## config.mk

```make
export PLATFORM = sky130hd
export DESIGN_NAME = rxll_rd_sched_flat
export DESIGN_NICKNAME = d
export VERILOG_FILES = /design/src/rtl/rxll_rd_sched_if.sv /design/src/rtl/rxll_rd_sched.sv /design/src/flat_wrapper.sv
export SDC_FILE = /design/constraint.sdc
export NUM_CORES = 1
export LEC_CHECK = 0
export ABC_AREA = 1
export BUFFER_PORTS_ARGS = -buffer_cell sky130_fd_sc_hd__clkbuf_2
export CAP_MARGIN = 5
export CORE_ASPECT_RATIO = 1.1
export CORE_MARGIN = 2
export CORE_UTILIZATION = 48
export CTS_CLUSTER_DIAMETER = 200
export DETAILED_ROUTE_END_ITERATION = 6
export PLACE_DENSITY = 0.82
export SLEW_MARGIN = 20
export SYNTH_ARGS = -nofsm -noshare
export SYNTH_HDL_FRONTEND = slang
export SYNTH_SLANG_ARGS = --single-unit
```

## constraint.sdc

```tcl
create_clock -name sys_clk_i -period 2.1 [get_ports sys_clk_i]
set_input_delay 0.105 -clock sys_clk_i [delete_from_list [all_inputs] [get_ports sys_clk_i]]
set_output_delay 0.105 -clock sys_clk_i [all_outputs]
set_load 0.01 [all_outputs]
```

## src/rtl/rxll_rd_sched_if.sv

```systemverilog
// rtl/rxll_rd_sched_if.sv - RX FIFO read side, DMA sink, ififo sink and frame status bundle
interface rxll_rd_sched_if;
    logic        rd_empty;
    logic [35:0] rd_do;
    logic        rd_eof_rdy;
    logic        rd_en;
    logic        dma_valid;
    logic [31:0] dma_data;
    logic        dma_last;
    logic        dma_ready;
    logic        ififo_wr_en;
    logic [31:0] ififo_data;
    logic        ififo_last;
    logic        ififo_full;
    logic        frame_done;
    logic        frame_err;
    logic [15:0] frame_len;
    logic        busy;

    modport master (
        input  rd_empty, rd_do, rd_eof_rdy, dma_ready, ififo_full,
        output rd_en, dma_valid, dma_data, dma_last, ififo_wr_en, ififo_data,
               ififo_last, frame_done, frame_err, frame_len, busy
    );

    modport slave (
        output rd_empty, rd_do, rd_eof_rdy, dma_ready, ififo_full,
        input  rd_en, dma_valid, dma_data, dma_last, ififo_wr_en, ififo_data,
               ififo_last, frame_done, frame_err, frame_len, busy
    );
endinterface

```

## src/rtl/rxll_rd_sched.sv

```systemverilog
// rtl/rxll_rd_sched.sv - RX link-layer read sequencer routing frames to DMA or ififo
module rxll_rd_sched #(
    parameter int unsigned C_MAX_DW   = 2049,
    parameter logic [7:0]  C_DATA_FIS = 8'h46
) (
    input  logic          sys_clk_i,
    input  logic          sys_rst_i,
    rxll_rd_sched_if.master bus
);
    localparam logic [2:0] S_IDLE = 3'd0;
    localparam logic [2:0] S_HDR  = 3'd1;
    localparam logic [2:0] S_DMA  = 3'd2;
    localparam logic [2:0] S_IFIS = 3'd3;
    localparam logic [2:0] S_DROP = 3'd4;
    localparam logic [2:0] S_DONE = 3'd5;
    localparam logic [16:0] MAX_DW = 17'(C_MAX_DW);

    logic [2:0]  state_q, state_d;
    logic [15:0] cnt_q, cnt_d;
    logic        err_q, err_d;
    logic [15:0] frame_len_q;

    logic        pop;
    logic        dma_valid, dma_last, ififo_wr_en, ififo_last;
    logic        sof, eof, crc, over;
    logic [15:0] cnt_inc;
    logic        unused_rsvd;

    assign sof         = bus.rd_do[32];
    assign eof         = bus.rd_do[33];
    assign crc         = bus.rd_do[34];
    assign unused_rsvd = bus.rd_do[35];
    // A pop at this count would push the frame past C_MAX_DW.
    assign over    = ({1'b0, cnt_q} >= MAX_DW);
    assign cnt_inc = (cnt_q == 16'hFFFF) ? cnt_q : cnt_q + 16'd1;

    always_comb begin
        state_d     = state_q;
        cnt_d       = cnt_q;
        err_d       = err_q;
        pop         = 1'b0;
        dma_valid   = 1'b0;
        dma_last    = 1'b0;
        ififo_wr_en = 1'b0;
        ififo_last  = 1'b0;
        case (state_q)
            S_IDLE: begin
                cnt_d = '0;
                err_d = 1'b0;
                if (bus.rd_eof_rdy && !bus.rd_empty) state_d = S_HDR;
            end
            S_HDR: if (!bus.rd_empty) begin
                if (!sof) begin
                    err_d   = 1'b1;
                    state_d = S_DROP;
                end else if (bus.rd_do[7:0] == C_DATA_FIS) begin
                    pop = 1'b1;
                    if (eof) begin
                        state_d = S_DONE;
                        if (crc) err_d = 1'b1;
                    end else begin
                        state_d = S_DMA;
                    end
                end else if (!bus.ififo_full) begin
                    pop         = 1'b1;
                    ififo_wr_en = 1'b1;
                    ififo_last  = eof;
                    if (eof) begin
                        state_d = S_DONE;
                        if (crc) err_d = 1'b1;
                    end else begin
                        state_d = S_IFIS;
                    end
                end
            end
            S_DMA, S_IFIS: if (!bus.rd_empty) begin
                // A new SOF mid-frame is left in the FIFO as the next header.
                if (sof) begin
                    err_d   = 1'b1;
                    state_d = S_DONE;
                end else if (over) begin
                    pop     = 1'b1;
                    err_d   = 1'b1;
                    state_d = eof ? S_DONE : S_DROP;
                end else if (state_q == S_DMA) begin
                    dma_valid = 1'b1;
                    dma_last  = eof;
                    pop       = bus.dma_ready;
                end else if (!bus.ififo_full) begin
                    ififo_wr_en = 1'b1;
                    ififo_last  = eof;
                    pop         = 1'b1;
                end
                if (pop && eof && !over) begin
                    state_d = S_DONE;
                    if (crc) err_d = 1'b1;
                end
            end
            S_DROP: if (!bus.rd_empty) begin
                pop = 1'b1;
                if (eof) state_d = S_DONE;
            end
            S_DONE: begin
                err_d   = 1'b0;
                state_d = S_IDLE;
            end
            default: state_d = S_IDLE;
        endcase
        if (pop) cnt_d = cnt_inc;
    end

    always_ff @(posedge sys_clk_i) begin
        if (sys_rst_i) begin
            state_q     <= S_IDLE;
            cnt_q       <= '0;
            err_q       <= 1'b0;
            frame_len_q <= '0;
        end else begin
            state_q <= state_d;
            cnt_q   <= cnt_d;
            err_q   <= err_d;
            if (state_q == S_DONE) frame_len_q <= cnt_q;
        end
    end

    assign bus.rd_en       = pop;
    assign bus.dma_valid   = dma_valid;
    assign bus.dma_data    = bus.rd_do[31:0];
    assign bus.dma_last    = dma_last;
    assign bus.ififo_wr_en = ififo_wr_en;
    assign bus.ififo_data  = bus.rd_do[31:0];
    assign bus.ififo_last  = ififo_last;
    assign bus.frame_done  = (state_q == S_DONE);
    assign bus.frame_err   = (state_q == S_DONE) && err_q;
    assign bus.frame_len   = (state_q == S_DONE) ? cnt_q : frame_len_q;
    assign bus.busy        = (state_q != S_IDLE);
endmodule

```

## src/flat_wrapper.sv

```systemverilog
// flat-port wrapper written by rule: the top's interface ports become plain ports
module rxll_rd_sched_flat 
#(
    parameter int unsigned C_MAX_DW   = 2049,
    parameter logic [7:0]  C_DATA_FIS = 8'h46
)
  (sys_clk_i, sys_rst_i, bus_rd_empty, bus_rd_do, bus_rd_eof_rdy, bus_dma_ready, bus_ififo_full, bus_rd_en, bus_dma_valid, bus_dma_data, bus_dma_last, bus_ififo_wr_en, bus_ififo_data, bus_ififo_last, bus_frame_done, bus_frame_err, bus_frame_len, bus_busy);
  rxll_rd_sched_if bus_i ();
  input  logic sys_clk_i;
  input  logic sys_rst_i;
  input wire logic [$bits(bus_i.rd_empty)-1:0] bus_rd_empty;
  input wire logic [$bits(bus_i.rd_do)-1:0] bus_rd_do;
  input wire logic [$bits(bus_i.rd_eof_rdy)-1:0] bus_rd_eof_rdy;
  input wire logic [$bits(bus_i.dma_ready)-1:0] bus_dma_ready;
  input wire logic [$bits(bus_i.ififo_full)-1:0] bus_ififo_full;
  output wire logic [$bits(bus_i.rd_en)-1:0] bus_rd_en;
  output wire logic [$bits(bus_i.dma_valid)-1:0] bus_dma_valid;
  output wire logic [$bits(bus_i.dma_data)-1:0] bus_dma_data;
  output wire logic [$bits(bus_i.dma_last)-1:0] bus_dma_last;
  output wire logic [$bits(bus_i.ififo_wr_en)-1:0] bus_ififo_wr_en;
  output wire logic [$bits(bus_i.ififo_data)-1:0] bus_ififo_data;
  output wire logic [$bits(bus_i.ififo_last)-1:0] bus_ififo_last;
  output wire logic [$bits(bus_i.frame_done)-1:0] bus_frame_done;
  output wire logic [$bits(bus_i.frame_err)-1:0] bus_frame_err;
  output wire logic [$bits(bus_i.frame_len)-1:0] bus_frame_len;
  output wire logic [$bits(bus_i.busy)-1:0] bus_busy;
  assign bus_i.rd_empty = bus_rd_empty;
  assign bus_i.rd_do = bus_rd_do;
  assign bus_i.rd_eof_rdy = bus_rd_eof_rdy;
  assign bus_i.dma_ready = bus_dma_ready;
  assign bus_i.ififo_full = bus_ififo_full;
  assign bus_rd_en = bus_i.rd_en;
  assign bus_dma_valid = bus_i.dma_valid;
  assign bus_dma_data = bus_i.dma_data;
  assign bus_dma_last = bus_i.dma_last;
  assign bus_ififo_wr_en = bus_i.ififo_wr_en;
  assign bus_ififo_data = bus_i.ififo_data;
  assign bus_ififo_last = bus_i.ififo_last;
  assign bus_frame_done = bus_i.frame_done;
  assign bus_frame_err = bus_i.frame_err;
  assign bus_frame_len = bus_i.frame_len;
  assign bus_busy = bus_i.busy;
  rxll_rd_sched #(.C_MAX_DW(C_MAX_DW), .C_DATA_FIS(C_DATA_FIS)) u_core (.sys_clk_i(sys_clk_i), .sys_rst_i(sys_rst_i), .bus(bus_i));
endmodule
```

* Word level (Yosys, flattened, before mapping)
Index checks and enable logic that the tools add are counted.
** Cells by class
- Add/sub/neg operators :: 1
- $lt $le $gt $ge :: 1
- Eq/ne operators :: 15
- Muxes and demuxes :: 70
- Reductions and logical operators :: 15
** Operators by type and width (number)
- 2-to-1 mux 16 bit :: 4
- 2-to-1 mux 1 bit :: 48
- 2-to-1 mux 3 bit :: 13
- adder 16 x 1 -> 16 bit (second input constant) :: 1
- == test 16 bit (second input constant) :: 1
- >= comparator 16 x 12 -> 1 bit (second input constant) :: 1
- one-hot mux 3 bit (4 select lines) :: 1
- inequality test 2 bit (second input constant) :: 5
- == test 8 x 7 -> 1 bit (second input constant) :: 1
- AND reduction 7 bit :: 1
- == test 3 x 2 -> 1 bit (second input constant) :: 2
- == test 3 bit (second input constant) :: 2
- one-hot mux 1 bit (3 select lines) :: 2
- nonzero test 3 bit :: 2
- logical AND 1 bit :: 4
- inequality test 4 x 2 -> 1 bit (second input constant) :: 1
- inequality test 4 x 3 -> 1 bit (second input constant) :: 1
- one-hot mux 1 bit (2 select lines) :: 2
- AND reduction 4 bit :: 1
- OR reduction 2 bit :: 2
- == test 3 x 1 -> 1 bit (second input constant) :: 1
- logical NOT 3 bit :: 1
- logical NOT 1 bit :: 2
- inequality test 2 x 1 -> 1 bit (second input constant) :: 1
- other kinds (2) :: 2
** Storage, ports and cells
- Register bits after elaboration :: 36
- Input port bits :: 42
- Output and inout bits :: 88
- Logic and storage cells :: 106

* Longest topological paths before layout
- Word-level depth :: 11
- Mapped depth :: 15
- Mapped depth without buffers :: 15

* Least setup slack after synthesis
OpenSTA, ideal clock, no wires.
- Kind :: flip-flop to flip-flop
- Start point :: register u_core.cnt_q[1]
- End point :: register u_core.cnt_q[5]
- Setup time :: 0.070 ns
- Arrival time :: 1.608 ns
- Path slack :: 0.422 ns
- Stages on the path, launching flop included :: 15
- Period minus slack after synthesis :: 1.678 ns
- Path through :: dfxtp_1 -> inv_1 -> ha_1 -> nor2_1 -> nand2_1 -> nor2_1 -> nand2_1 -> nand2_1 -> nand3_2 -> nand2_4 -> nand2_4 -> nand3_4 -> buf_6 -> nand3_1 -> a21oi_1
** Between the ends
- Cells in the longest elaborated chain, start to end :: 9
- Elaborated cells on any way between the ends :: 14
- Those cells by class :: add/sub (1); order compare (1); eq/ne (2); mux (8); reduce/logical (2)
** Ends and longest elaborated chain
- start, declared :: RTL line rxll_rd_sched.sv:19 : logic [15:0] cnt_q, cnt_d;
- start signal, assigned :: RTL line rxll_rd_sched.sv:120 : cnt_q <= cnt_d;
- >= comparator 16 x 12 -> 1 bit :: RTL line rxll_rd_sched.sv:34 : assign over = ({1'b0, cnt_q} >= MAX_DW);
- 2-to-1 mux 1 bit :: RTL line rxll_rd_sched.sv:81 : end else if (over) begin
- 2-to-1 mux 1 bit :: RTL line rxll_rd_sched.sv:78 : if (sof) begin
- 2-to-1 mux 1 bit :: RTL line rxll_rd_sched.sv:76 : S_DMA, S_IFIS: if (!bus.rd_empty) begin
- 2-to-1 mux 1 bit :: RTL line rxll_rd_sched.sv:46 : case (state_q)
- 2-to-1 mux 1 bit :: RTL line rxll_rd_sched.sv:76
- one-hot mux 1 bit (3 select lines) :: RTL line rxll_rd_sched.sv:46
- inequality test 2 bit (no source line) or nonzero test 2 bit (tied branches)
- AND reduction 2 bit (no source line)
Several ways; a longest one is shown, not always the timed one. The select of a mux whose other input is x is not followed.
A chain may end at the register's enable or synchronous reset.

* Worst setup path in the final report
- Start point :: register u_core.cnt_q[0]
- End point :: output port bus_ififo_last
** Between the ends
- Cells in the longest elaborated chain, start to end :: 5
** Ends and longest elaborated chain
- >= comparator 16 x 12 -> 1 bit :: RTL line rxll_rd_sched.sv:34
- 2-to-1 mux 1 bit :: RTL line rxll_rd_sched.sv:81
- 2-to-1 mux 1 bit :: RTL line rxll_rd_sched.sv:78
- 2-to-1 mux 1 bit :: RTL line rxll_rd_sched.sv:76
- one-hot mux 1 bit (2 select lines) :: RTL line rxll_rd_sched.sv:46
- end, declared :: RTL line flat_wrapper.sv:22 : output wire logic [$bits(bus_i.ififo_last)-1:0] bus_ififo_last;
Every way passes these cells.

==> out/metrics.yaml <==
detailed_routing:
  first_iter_violations: 160
  avgViaCountPerCell: 5.184
  ant_nets: 0
  first_pass_iters: 4
  detail_route.wl_per_cell_microns: 12.73
  wl_mm: 6.240
  vias: 2540
  remaining_drc_errors: 0
worst_setup_path:
  critPathCaptureType: "output pin"
  crit_family: "simple AND/OR/NAND/NOR gates"
  slowest_delay_ps: 320
  arrival_ps: 1870
  slowest_stage: "dfxtp_1"
  cp_cell_sequence: "buf_4 -> ha_1 -> nor2_1 -> nand2_1 -> nor2_1 -> nand2_1 -> nand2_2 -> nand2_2 -> inv_2 -> nand2_1 -> a21oi_2 -> clkbuf_2"
  crit_buf_inv: 3
  crit_path_frequent_cell: "nand2_1"
  required_ps: 2000
  critical_path_class: "flop to output pin"
  startpoint_type: "flop"
  worstPathMaxFanout: 4
placed_design:
  finalWeightedCongestion: 0.8922
  place_hpwl_mm: 4.254
  placed_cell_area_sq_mm: 0.002720
  port_buffers: 56
floorplan:
  fp.dieW_microns: 77.25
  io_pins: 130
  initial_utilization_pct: 49.41
  rows: 29
  die_area_sq_mm: 0.006533
  coreArea_sq_mm: 0.005733
  fp.dieH_microns: 84.57
logic_synthesis:
  syn_inst: 409
  synth_flop_cell: "dfxtp_1"
  synth_top_cell_by_area: "dfxtp_1"
  synth_fp_nets: 454
  avgSynthCellArea_sq_um: 6.926
  synth_edf_count: 0
  yosys-top-cells-area: "dfxtp_1 (25%), buf_4 (17%), inv_1 (6.8%)"
  synth_area_sq_mm: 0.002833
  yosysUniqueCellTypes: 39
  synth-warning-count: 0
  synth_top_area_share_pct: 25.44
  yosysSeqAreaShare_pct: 25.44
  synth-seq-cells: 36
  synthArstFlopShare_pct: 0
power:
  vdd_ir_drop_max_mv: 0.4000
  p_per_area_mw_per_mm2: 751.2
  leakage_uw: 0.001372
flow_run:
  cap_viol_max_count: 0
timing:
  period_minus_slack_ps: 1974
  fin_hold_ws_ps: 210.0
  totalNegativeSetupSlack_ps: 0
  max_freq_mhz: 506.5
  slew_viol_final: 0
  hold_viol: 0
  worst_pin_slew_ps: 572.6
  maxSlewHeadroom_pct: 61.82
  skew_ps: 9.848
  setup_viol_count_final: 0
  period_share_pct: 94.01
cts:
  clockBufferDepth: 2
  clock-root-buffer: "clkbuf_8"
  cts_made_buffers: 5
  htree_levels: 2
  clock_latency_ps: 290
  ctsHoldBuffers: 0
  cts.clk_slew.worst_paths_ps: 70
  cts_sinks: 36
  cts_tree: "yes"
cells_and_area:
  stdcell_area_sq_mm: 0.002948
  nets: 457
  diodes: 0
  drive_gt1_share_pct: 30.02
  area_growth_pct: 4.064
global_route:
  use_met3_pct: 3.763
  use_met1_pct: 21.59
  grt_util_all_layers_pct: 18.13
  grt_use_met2_pct: 31.23
  grt_pass1_vias: 2287
  grt_pass1_wl_mm: 9.880
  grt_antenna_before_repair: 0
  grt_start_max_net_pins: 52
  busiest_layer: "met2"
  grt_overflow: 0
hold_path:
  hold_path.class: "input port to output pin"
status:
  status: "completed"
==> final timing paths <==
kind                             to         startpoint  slack (ps)  depth (start not counted)
setup / recovery     bus_ififo_last    u_core.cnt_q[0]         130                         12
hold / removal     bus_dma_data[11]      bus_rd_do[11]         210                          0
setup reg to reg    u_core.cnt_q[6]    u_core.cnt_q[0]         170                         14
hold reg to reg   u_core.state_q[1]  u_core.state_q[1]         520                          2
==> kinds of logic after synthesis <==
| group | synth area share [%] |
|---|---|
| AND/OR/NAND/NOR | 28.36 |
| AO/OA/AOI/OAI | 16.21 |
| XOR/XNOR | 1.855 |
| buffers and inverters | 26.81 |
| adder cells (fa/ha/maj) | 1.325 |
| flip-flops | 25.44 |
==> stage by stage <==
stage	worst slack (ps)	total power, uW	cells	utilization [%]
6_report	125.7	2215	490	51.42
3_5_place_dp	148.5	1623	470	47.45
5_1_grt	-49.91	2362	490	51.42
2_1_floorplan	421.6	1484	409	-
3_3_place_gp	208.1	1607	470	47.45
4_1_cts	21.66	2147	478	49.08
==> area by class of cell <==
type                            instances  area [sq um]
Clock inverter                          1         7.507
Inverter                               56         210.2
Multi-Input combinational cell        239          1369
Sequential cell                        36         720.7
Clock buffer                            7         86.33
Fill cell                             573          2785
Tap cell                               77         96.34
Timing Repair Buffer                   74         457.9
==> sequential cells by signal, summed over array words and instances (netlist names) <==
register	flops
u_core.frame_len_q	16
u_core.err_q	1
u_core.state_q	3
u_core.cnt_q	16
==> metal layers <==
| metal | vias to the layer above | share of wire, % | wire [microns] |
|---|---|---|---|
| li1 | 1282 | - | - |
| met1 | 1151 | 44 | 2741 |
| met2 | 91 | 48 | 2978 |
| met3 | 16 | 6.5 | 403 |
| met4 | 0 | 1.9 | 117 |
| met5 | - | 0 | 0 |
==> cells in the mapped netlist (2+ instances only) <==
| cell | n |
|---|---|
| inv_2 | 4 |
| clkbuf_1 | 5 |
| ha_1 | 3 |
| nor2_4 | 2 |
| nor4_1 | 2 |
| nor2_2 | 2 |
| nand3_1 | 33 |
| o21ai_0 | 6 |
| xor2_1 | 6 |
| buf_2 | 7 |
| buf_4 | 64 |
| nor2_1 | 30 |
| dfxtp_1 | 36 |
| o2111ai_1 | 7 |
| a21oi_1 | 35 |
| nand2_1 | 47 |
| or2_2 | 18 |
| inv_1 | 51 |
| nand2_4 | 2 |
| nor3_1 | 12 |
| a211oi_1 | 16 |
| nand4_1 | 4 |
==> placed cells by master (no fill, tap or decap), types with 2 or more instances in the layout <==
cell type / n
a211oi_1: 16
a21oi_1: 34
a21oi_2: 2
buf_12: 2
buf_4: 15
clkbuf_2: 56
clkbuf_8: 6
dfxtp_1: 36
ha_1: 3
inv_1: 49
inv_2: 6
nand2_1: 45
nand2_2: 3
nand2_4: 2
nand3_1: 33
nand4_1: 4
nor2_1: 29
nor2_2: 2
nor2_4: 3
nor3_1: 12
nor4_1: 2
o2111ai_1: 7
o21ai_0: 6
or2_2: 18
xor2_1: 6
==> timing repair <==
action,CTS,global route
buffers inserted,0,11
resized for setup,0,6
endpoints found under the setup margin,0,32
==> where the power goes <==
group          internal (uW)  switching, uW  total [uW]
Sequential               744           41.0         785
Clock                    267            257         524
Combinational            345            561         906
Total                   1360            859        2210
(Power assumes the default switching activity.)
